==> src/rtl/ecc_pkg.sv <==
// ecc_pkg: definitions shared by the ECC fault monitor and its syndrome decoder.
//   - Hamming bit positions of the 6-bit codeword {d6,d5,p4,d3,p2,p1}
//   - syndrome() : 3-bit syndrome of a stored codeword
//   - onehot_pos(): one-hot rewrite mask for a syndrome (bit i-1 = position i)
//   - fsm_state_e : scrub FSM states
package ecc_pkg;

    localparam int CODE_W = 6;
    localparam int CNT_W  = 3;
    localparam int SYN_W  = 3;

    // Index into the codeword vector of each Hamming position (position - 1).
    localparam int POS_P1 = 0;
    localparam int POS_P2 = 1;
    localparam int POS_D3 = 2;
    localparam int POS_P4 = 3;
    localparam int POS_D5 = 4;
    localparam int POS_D6 = 5;

    localparam logic [SYN_W-1:0] SYN_NONE   = 3'd0;
    // Position 7 does not exist in a 6-bit word, so this syndrome is a
    // multi-bit upset that cannot be corrected.
    localparam logic [SYN_W-1:0] SYN_UNCORR = 3'd7;

    typedef enum logic [1:0] {
        IDLE  = 2'd0,
        REQ   = 2'd1,
        ALARM = 2'd2
    } fsm_state_e;

    // Same parity equations as the counter's parity generator.
    function automatic logic [SYN_W-1:0] syndrome(input logic [CODE_W-1:0] code);
        logic s1;
        logic s2;
        logic s4;
        s1 = code[POS_P1] ^ code[POS_D3] ^ code[POS_D5];
        s2 = code[POS_P2] ^ code[POS_D3] ^ code[POS_D6];
        s4 = code[POS_P4] ^ code[POS_D5] ^ code[POS_D6];
        return {s4, s2, s1};
    endfunction

    function automatic logic [CODE_W-1:0] onehot_pos(input logic [SYN_W-1:0] syn);
        logic [CODE_W-1:0] mask;
        case (syn)
            3'd1:    mask = 6'b000001;
            3'd2:    mask = 6'b000010;
            3'd3:    mask = 6'b000100;
            3'd4:    mask = 6'b001000;
            3'd5:    mask = 6'b010000;
            3'd6:    mask = 6'b100000;
            default: mask = 6'b000000;
        endcase
        return mask;
    endfunction

endpackage

==> src/rtl/ecc_syndrome.sv <==
// ecc_syndrome: combinational syndrome decode of the stored codeword.
// Ports:
//   i_code          in  6  stored codeword {d6,d5,p4,d3,p2,p1}
//   o_syn           out 3  syndrome {s4,s2,s1} (0 = clean, 1..6 = bad position)
//   o_mask          out 6  one-hot rewrite mask for the bad position (0 otherwise)
//   o_correctable   out 1  syndrome names a real position 1..6
//   o_uncorrectable out 1  syndrome is 7
module ecc_syndrome
    import ecc_pkg::*;
(
    input  logic [CODE_W-1:0] i_code,
    output logic [SYN_W-1:0]  o_syn,
    output logic [CODE_W-1:0] o_mask,
    output logic              o_correctable,
    output logic              o_uncorrectable
);

    logic [SYN_W-1:0] w_syn;

    assign w_syn           = syndrome(i_code);
    assign o_syn           = w_syn;
    assign o_mask          = onehot_pos(w_syn);
    assign o_correctable   = (w_syn != SYN_NONE) && (w_syn != SYN_UNCORR);
    assign o_uncorrectable = (w_syn == SYN_UNCORR);

endmodule

==> src/rtl/ecc_fault_monitor.sv <==
// ecc_fault_monitor: watches the Hamming-protected mod-8 counter, logs and
// counts single-bit upsets, checks that the count moves by exactly one step
// per update, requests scrubs of upset bits and raises a sticky alarm on
// anything it cannot repair.
// Ports:
//   clock       in  1          system clock, rising edge
//   reset       in  1          synchronous active-high reset
//   code_in     in  6          stored codeword {d6,d5,p4,d3,p2,p1}
//   count_in    in  3          corrected count {q6,q5,q3}
//   updown      in  1          direction of this update (1 = up)
//   valid_in    in  1          code_in/count_in are a new post-update sample
//   scrub_ack   in  1          upstream has rewritten the bits in scrub_mask
//   err_valid   out 1          one-cycle pulse per logged single-bit error
//   err_pos     out 3          position of last logged error
//   err_cnt     out ERR_CNT_W  saturating corrected-error count
//   scrub_req   out 1          rewrite request for scrub_mask
//   scrub_mask  out 6          one-hot bit to rewrite (bit i-1 = position i)
//   seq_err     out 1          sticky step violation flag
//   alarm       out 1          sticky fatal indication
module ecc_fault_monitor
    import ecc_pkg::*;
#(
    parameter int ERR_CNT_W    = 8,
    parameter int ALARM_THRESH = 16,
    parameter int ACK_TIMEOUT  = 15
) (
    input  logic                 clock,
    input  logic                 reset,
    input  logic [CODE_W-1:0]    code_in,
    input  logic [CNT_W-1:0]     count_in,
    input  logic                 updown,
    input  logic                 valid_in,
    input  logic                 scrub_ack,
    output logic                 err_valid,
    output logic [SYN_W-1:0]     err_pos,
    output logic [ERR_CNT_W-1:0] err_cnt,
    output logic                 scrub_req,
    output logic [CODE_W-1:0]    scrub_mask,
    output logic                 seq_err,
    output logic                 alarm
);

    localparam int TMR_W = (ACK_TIMEOUT < 2) ? 1 : $clog2(ACK_TIMEOUT + 1);
    localparam logic [ERR_CNT_W-1:0] ERR_CNT_MAX = '1;
    // The timer holds the number of un-acked cycles already spent in REQ, so
    // the request is abandoned on the cycle that would make it ACK_TIMEOUT.
    localparam logic [TMR_W-1:0] TMR_LAST = TMR_W'(ACK_TIMEOUT - 1);

    fsm_state_e           r_state;
    logic [TMR_W-1:0]     r_timer;
    logic                 r_err_valid;
    logic [SYN_W-1:0]     r_err_pos;
    logic [ERR_CNT_W-1:0] r_err_cnt;
    logic                 r_scrub_req;
    logic [CODE_W-1:0]    r_scrub_mask;
    logic                 r_seq_err;
    logic                 r_alarm;
    logic                 r_hist_valid;
    logic [CNT_W-1:0]     r_hist_cnt;
    logic                 r_hist_updown;

    logic [SYN_W-1:0]     w_syn;
    logic [CODE_W-1:0]    w_mask;
    logic                 w_correctable;
    logic                 w_uncorrectable;
    logic                 w_sample_corr;
    logic [CNT_W-1:0]     w_step_exp;
    logic                 w_step_bad;
    logic [ERR_CNT_W-1:0] w_err_cnt_nxt;
    logic                 w_thresh;
    logic                 w_timeout;
    logic                 w_alarm_src;

    ecc_syndrome u_syndrome (
        .i_code          (code_in),
        .o_syn           (w_syn),
        .o_mask          (w_mask),
        .o_correctable   (w_correctable),
        .o_uncorrectable (w_uncorrectable)
    );

    assign w_sample_corr = valid_in && w_correctable;

    // 3-bit arithmetic makes the 7->0 and 0->7 wraps legal for free.
    assign w_step_exp = r_hist_updown ? (r_hist_cnt + 3'd1) : (r_hist_cnt - 3'd1);
    assign w_step_bad = valid_in && r_hist_valid && (count_in != w_step_exp);

    assign w_err_cnt_nxt = (w_sample_corr && (r_err_cnt != ERR_CNT_MAX))
                         ? r_err_cnt + ERR_CNT_W'(1) : r_err_cnt;

    // Compared against the next count so the alarm rises together with the
    // error count crossing the threshold.
    assign w_thresh  = (w_err_cnt_nxt >= ERR_CNT_W'(ALARM_THRESH));
    assign w_timeout = (r_state == REQ) && !scrub_ack && (r_timer == TMR_LAST);

    assign w_alarm_src = (valid_in && w_uncorrectable) || w_step_bad || w_thresh || w_timeout;

    // NOTE: all state here is updated with non-blocking assignments so every
    // register samples the pre-edge values of the others, whatever the order
    // of the statements below.
    always_ff @(posedge clock) begin
        if (reset) begin
            r_state       <= IDLE;
            r_timer       <= '0;
            r_err_valid   <= 1'b0;
            r_err_pos     <= '0;
            r_err_cnt     <= '0;
            r_scrub_req   <= 1'b0;
            r_scrub_mask  <= '0;
            r_seq_err     <= 1'b0;
            r_alarm       <= 1'b0;
            r_hist_valid  <= 1'b0;
            r_hist_cnt    <= '0;
            r_hist_updown <= 1'b0;
        end else begin
            // Logging and counting run in every state, including ALARM.
            r_err_valid <= w_sample_corr;
            if (w_sample_corr) begin
                r_err_pos <= w_syn;
            end
            r_err_cnt <= w_err_cnt_nxt;

            if (valid_in) begin
                r_hist_valid  <= 1'b1;
                r_hist_cnt    <= count_in;
                r_hist_updown <= updown;
            end
            if (w_step_bad) begin
                r_seq_err <= 1'b1;
            end

            // Any alarm source wins over scrub activity; ALARM is absorbing.
            if (w_alarm_src || (r_state == ALARM)) begin
                r_state      <= ALARM;
                r_alarm      <= 1'b1;
                r_scrub_req  <= 1'b0;
                r_scrub_mask <= '0;
                r_timer      <= '0;
            end else begin
                case (r_state)
                    IDLE: begin
                        if (w_sample_corr) begin
                            r_scrub_mask <= w_mask;
                            r_scrub_req  <= 1'b1;
                            r_timer      <= '0;
                            r_state      <= REQ;
                        end
                    end
                    REQ: begin
                        // The mask stays frozen while waiting. An error seen on
                        // the ack cycle is still in the stored word, so IDLE
                        // picks it up again on the next sample.
                        if (scrub_ack) begin
                            r_scrub_req  <= 1'b0;
                            r_scrub_mask <= '0;
                            r_state      <= IDLE;
                        end else begin
                            r_timer <= r_timer + TMR_W'(1);
                        end
                    end
                    default: begin
                        r_state <= ALARM;
                        r_alarm <= 1'b1;
                    end
                endcase
            end
        end
    end

    assign err_valid  = r_err_valid;
    assign err_pos    = r_err_pos;
    assign err_cnt    = r_err_cnt;
    assign scrub_req  = r_scrub_req;
    assign scrub_mask = r_scrub_mask;
    assign seq_err    = r_seq_err;
    assign alarm      = r_alarm;

endmodule

==> config.mk <==
export PLATFORM = sky130hd
export DESIGN_NAME = ecc_fault_monitor
export DESIGN_NICKNAME = d
export VERILOG_FILES = /design/src/rtl/ecc_pkg.sv /design/src/rtl/ecc_syndrome.sv /design/src/rtl/ecc_fault_monitor.sv
export SDC_FILE = /design/constraint.sdc
export NUM_CORES = 1
export LEC_CHECK = 0
export BUFFER_PORTS_ARGS = -buffer_cell sky130_fd_sc_hd__buf_2
export CORE_ASPECT_RATIO = 1.75
export CORE_MARGIN = 2
export CORE_UTILIZATION = 47
export DETAILED_ROUTE_END_ITERATION = 12
export HOLD_SLACK_MARGIN = 0.15
export PLACE_DENSITY = 0.76
export SETUP_SLACK_MARGIN = 0.15
export SLEW_MARGIN = 20
export SYNTH_ARGS = -nofsm -noshare
export SYNTH_HDL_FRONTEND = slang
export SYNTH_SLANG_ARGS = --single-unit
==> constraint.sdc <==
create_clock -name clock -period 2.36 [get_ports clock]
set_input_delay 0 -clock clock [delete_from_list [all_inputs] [get_ports clock]]
set_output_delay 0 -clock clock [all_outputs]
set_load 0.01 [all_outputs]
==> metrics.txt <==
post-layout min period approximately 2.2 ns; top-count cell post-synth nor2_1; Worst-path clk slew 0.07 ns; WHS 0.331 ns; Placement Rows 28; commonest cells in the netlist nor2_1 (36), dfxtp_1 (32), a21oi_1 (11), nor3_1 (10), xor2_1 (10); Port Buf Inserts 34; First DRT Iteration DRCs 38; Hold Crit Class primary input to flip-flop; Seq cells post-synth 32; Clock Root Buffer clkbuf_8; wire length on met2 2230 um; WL/cell 13.2 um; footprint of the multi-input gates 1050 sq um; clock latency on the worst-skew pair 0.28 ns; CTS tree done; via count around 1.6k; gr ovfl total 0; peak supply drop around 600 uV; Final ANT Viol Nets 0; Slew @ Worst Pin 0.597 ns; Worst setup SP type flip-flop; fraction of registers with async set/reset 0%; Met3 Wirelength 139 um; crit path max fanout 6; Max Transition Viols Final 0; initial antenna violation count 0; Die Area 4010 sq um; Synth Cell Area 1640 sq um; status completed; final hold viol count 0; Synth area leaders dfxtp_1 (39%), nor2_1 (8.2%), mux2i_1 (5.5%); design area 2300 sq um; number of buffers on the longest clock path 2; Max Used Layer met4; DRT Pass-1 Iters 6; GPL Wtd Cong 0.765; vias in the first global route 1,531; RSZ-0062 raised after global routing yes; Mapped Cells just under 200; Tcrit/Tclk final 93.4%; TNS Setup 0 ns; DIE HEIGHT 82.2 um; WL met1 1510 um; syn avg cell area 8.47 sq um; Reg area 652 sq um; area share of the largest cell type after synthesis 39.0%; Setup CP Type flip-flop to flip-flop; Peak Freq about 450 MHz; Post-synth EDFFs 0; most common flop cell mapped by yosys dfxtp_1; proportion of layout cells with a drive suffix above 1 32.9%; clock sink count 32; H-tree levels 2; Synth area leader dfxtp_1; DP HPWL 2680 um; Placement Cell Area 1910 sq um; critical path endpoint category flip-flop; critical path arrival 2.41 ns; IO Count 35; final wirelength 3950 um; sequential share of the synthesized area 39.0%; total power 0.00140 W; Vias/cell approximately 5.3; Die Span X 48.7 um; Synth Net Count 212; Syn. warnings 0; fillers 290; largest net degree at the start of global routing 22; CTS Buf Count 5; relative slew slack 59.9%; # nets final 272; leak pwr 0.982 nW; Netlist cell types 42; drt drc 0; Core Area 3360 sq um; Starting Density 48.9%; Inserted Diodes 0; Layout area overhead 40.0%; CP Data Required Time 2.57 ns; Final setup viols 0; PD cells 609 nW/um^2; global-route wire length before repair 6760 um; GRT Util Overall 21.8%; final core occ between 60 and 70%; max-cap violations 0; Max Clock Skew 0.00614 ns
==> layout by cell type (no fill, tap or decap), types with 5 or more instances in the layout <==
cell           synthesis  routed
a21oi_1               11      11
nand2_1                9       9
clkbuf_8               0       7
nor2b_1                7       6
nand3_1                5       5
xor2_1                10      10
nor2_1                36      32
nor3_1                10       7
xnor2_1                8       6
dlygate4sd3_1          0      12
dfxtp_1               32      27
a22oi_1                5       5
inv_1                  7       6
mux2i_1                9       8
buf_4                  1      14
buf_2                  2      34
==> per-layer routing <==
metal  vias up  global-route usage, %
met5         -                      0
met4         0                   8.57
met3         8                   4.86
met2        34                   42.3
met1       749                   22.4
li1        793                      -
==> logic make-up (layout without fill, tap and decap cells) <==
| group | count (synthesis) | after routing | share of synthesized area [%] |
|---|---|---|---|
| fa+ha+maj | 4 | 4 | 3.50 |
| buf+inv | 15 | 75 | 4.26 |
| compound gates | 30 | 30 | 11.9 |
| xor+xnor | 18 | 18 | 9.59 |
| mux | 9 | 9 | 5.48 |
| flops | 32 | 32 | 39.0 |
| simple gates | 86 | 87 | 26.3 |
==> per-stage QoR <==
stage	cells	setup slack (ns)
after floorplan	194	0.156
after global placement	273	0.0947
after detailed placement	273	0.0335
after CTS	297	0.0602
after global routing	300	0.0432
final	300	0.157
==> worst paths after layout <==
path,startpoint,cells past startpoint,to,slack (ns)
min reg2reg,alarm,2,alarm,0.46
max reg2reg,err_cnt[0],7,r_timer[2],0.16
min,valid_in,5,err_cnt[4],0.33
max,err_cnt[0],7,r_timer[2],0.16
==> power breakdown <==
part           leakage [nW]  switching (W)  total [W]  internal [W]
Clock                0.0627       0.000198   0.000527      0.000330
Combinational         0.656       0.000156   0.000284      0.000128
Sequential            0.264      0.0000207   0.000589      0.000569
==> state kept, by name, summed over array words and instances, names as in the netlist <==
signal and cells:
r_hist_cnt 3, alarm 1, scrub_req 1, err_cnt 8, err_valid 1, seq_err 1, scrub_mask 6, r_timer 4
err_pos 3, r_hist_updown 1, r_hist_valid 1, r_state 2
==> worst max-delay path, stage by stage, from the launching register on <==
cell	delay, ns
dfxtp_4	0.37
ha_4	0.13
nand4_1	0.12
or4_4	0.45
mux2i_2	0.23
o2111ai_2	0.17
or4_4	0.54
nor3_2	0.14
==> final cells by class <==
type / instances / area share (%)
inverter: 7 / 1.14
tap: 45 / 2.45
sequential: 32 / 28.3
timing repair buffer: 60 / 17.2
multi-input combinational: 148 / 45.6
clock buffer: 8 / 5.27
==> what timing repair did <==
action,CTS,global route
hold buffers,12,0
endpoints found under the setup margin,12,14
gates resized for setup,10,14
gates cloned,1,0
hold endpoints to repair,18,0
pin swaps,10,12
setup buffers,3,3
(Power assumes the default switching activity.)
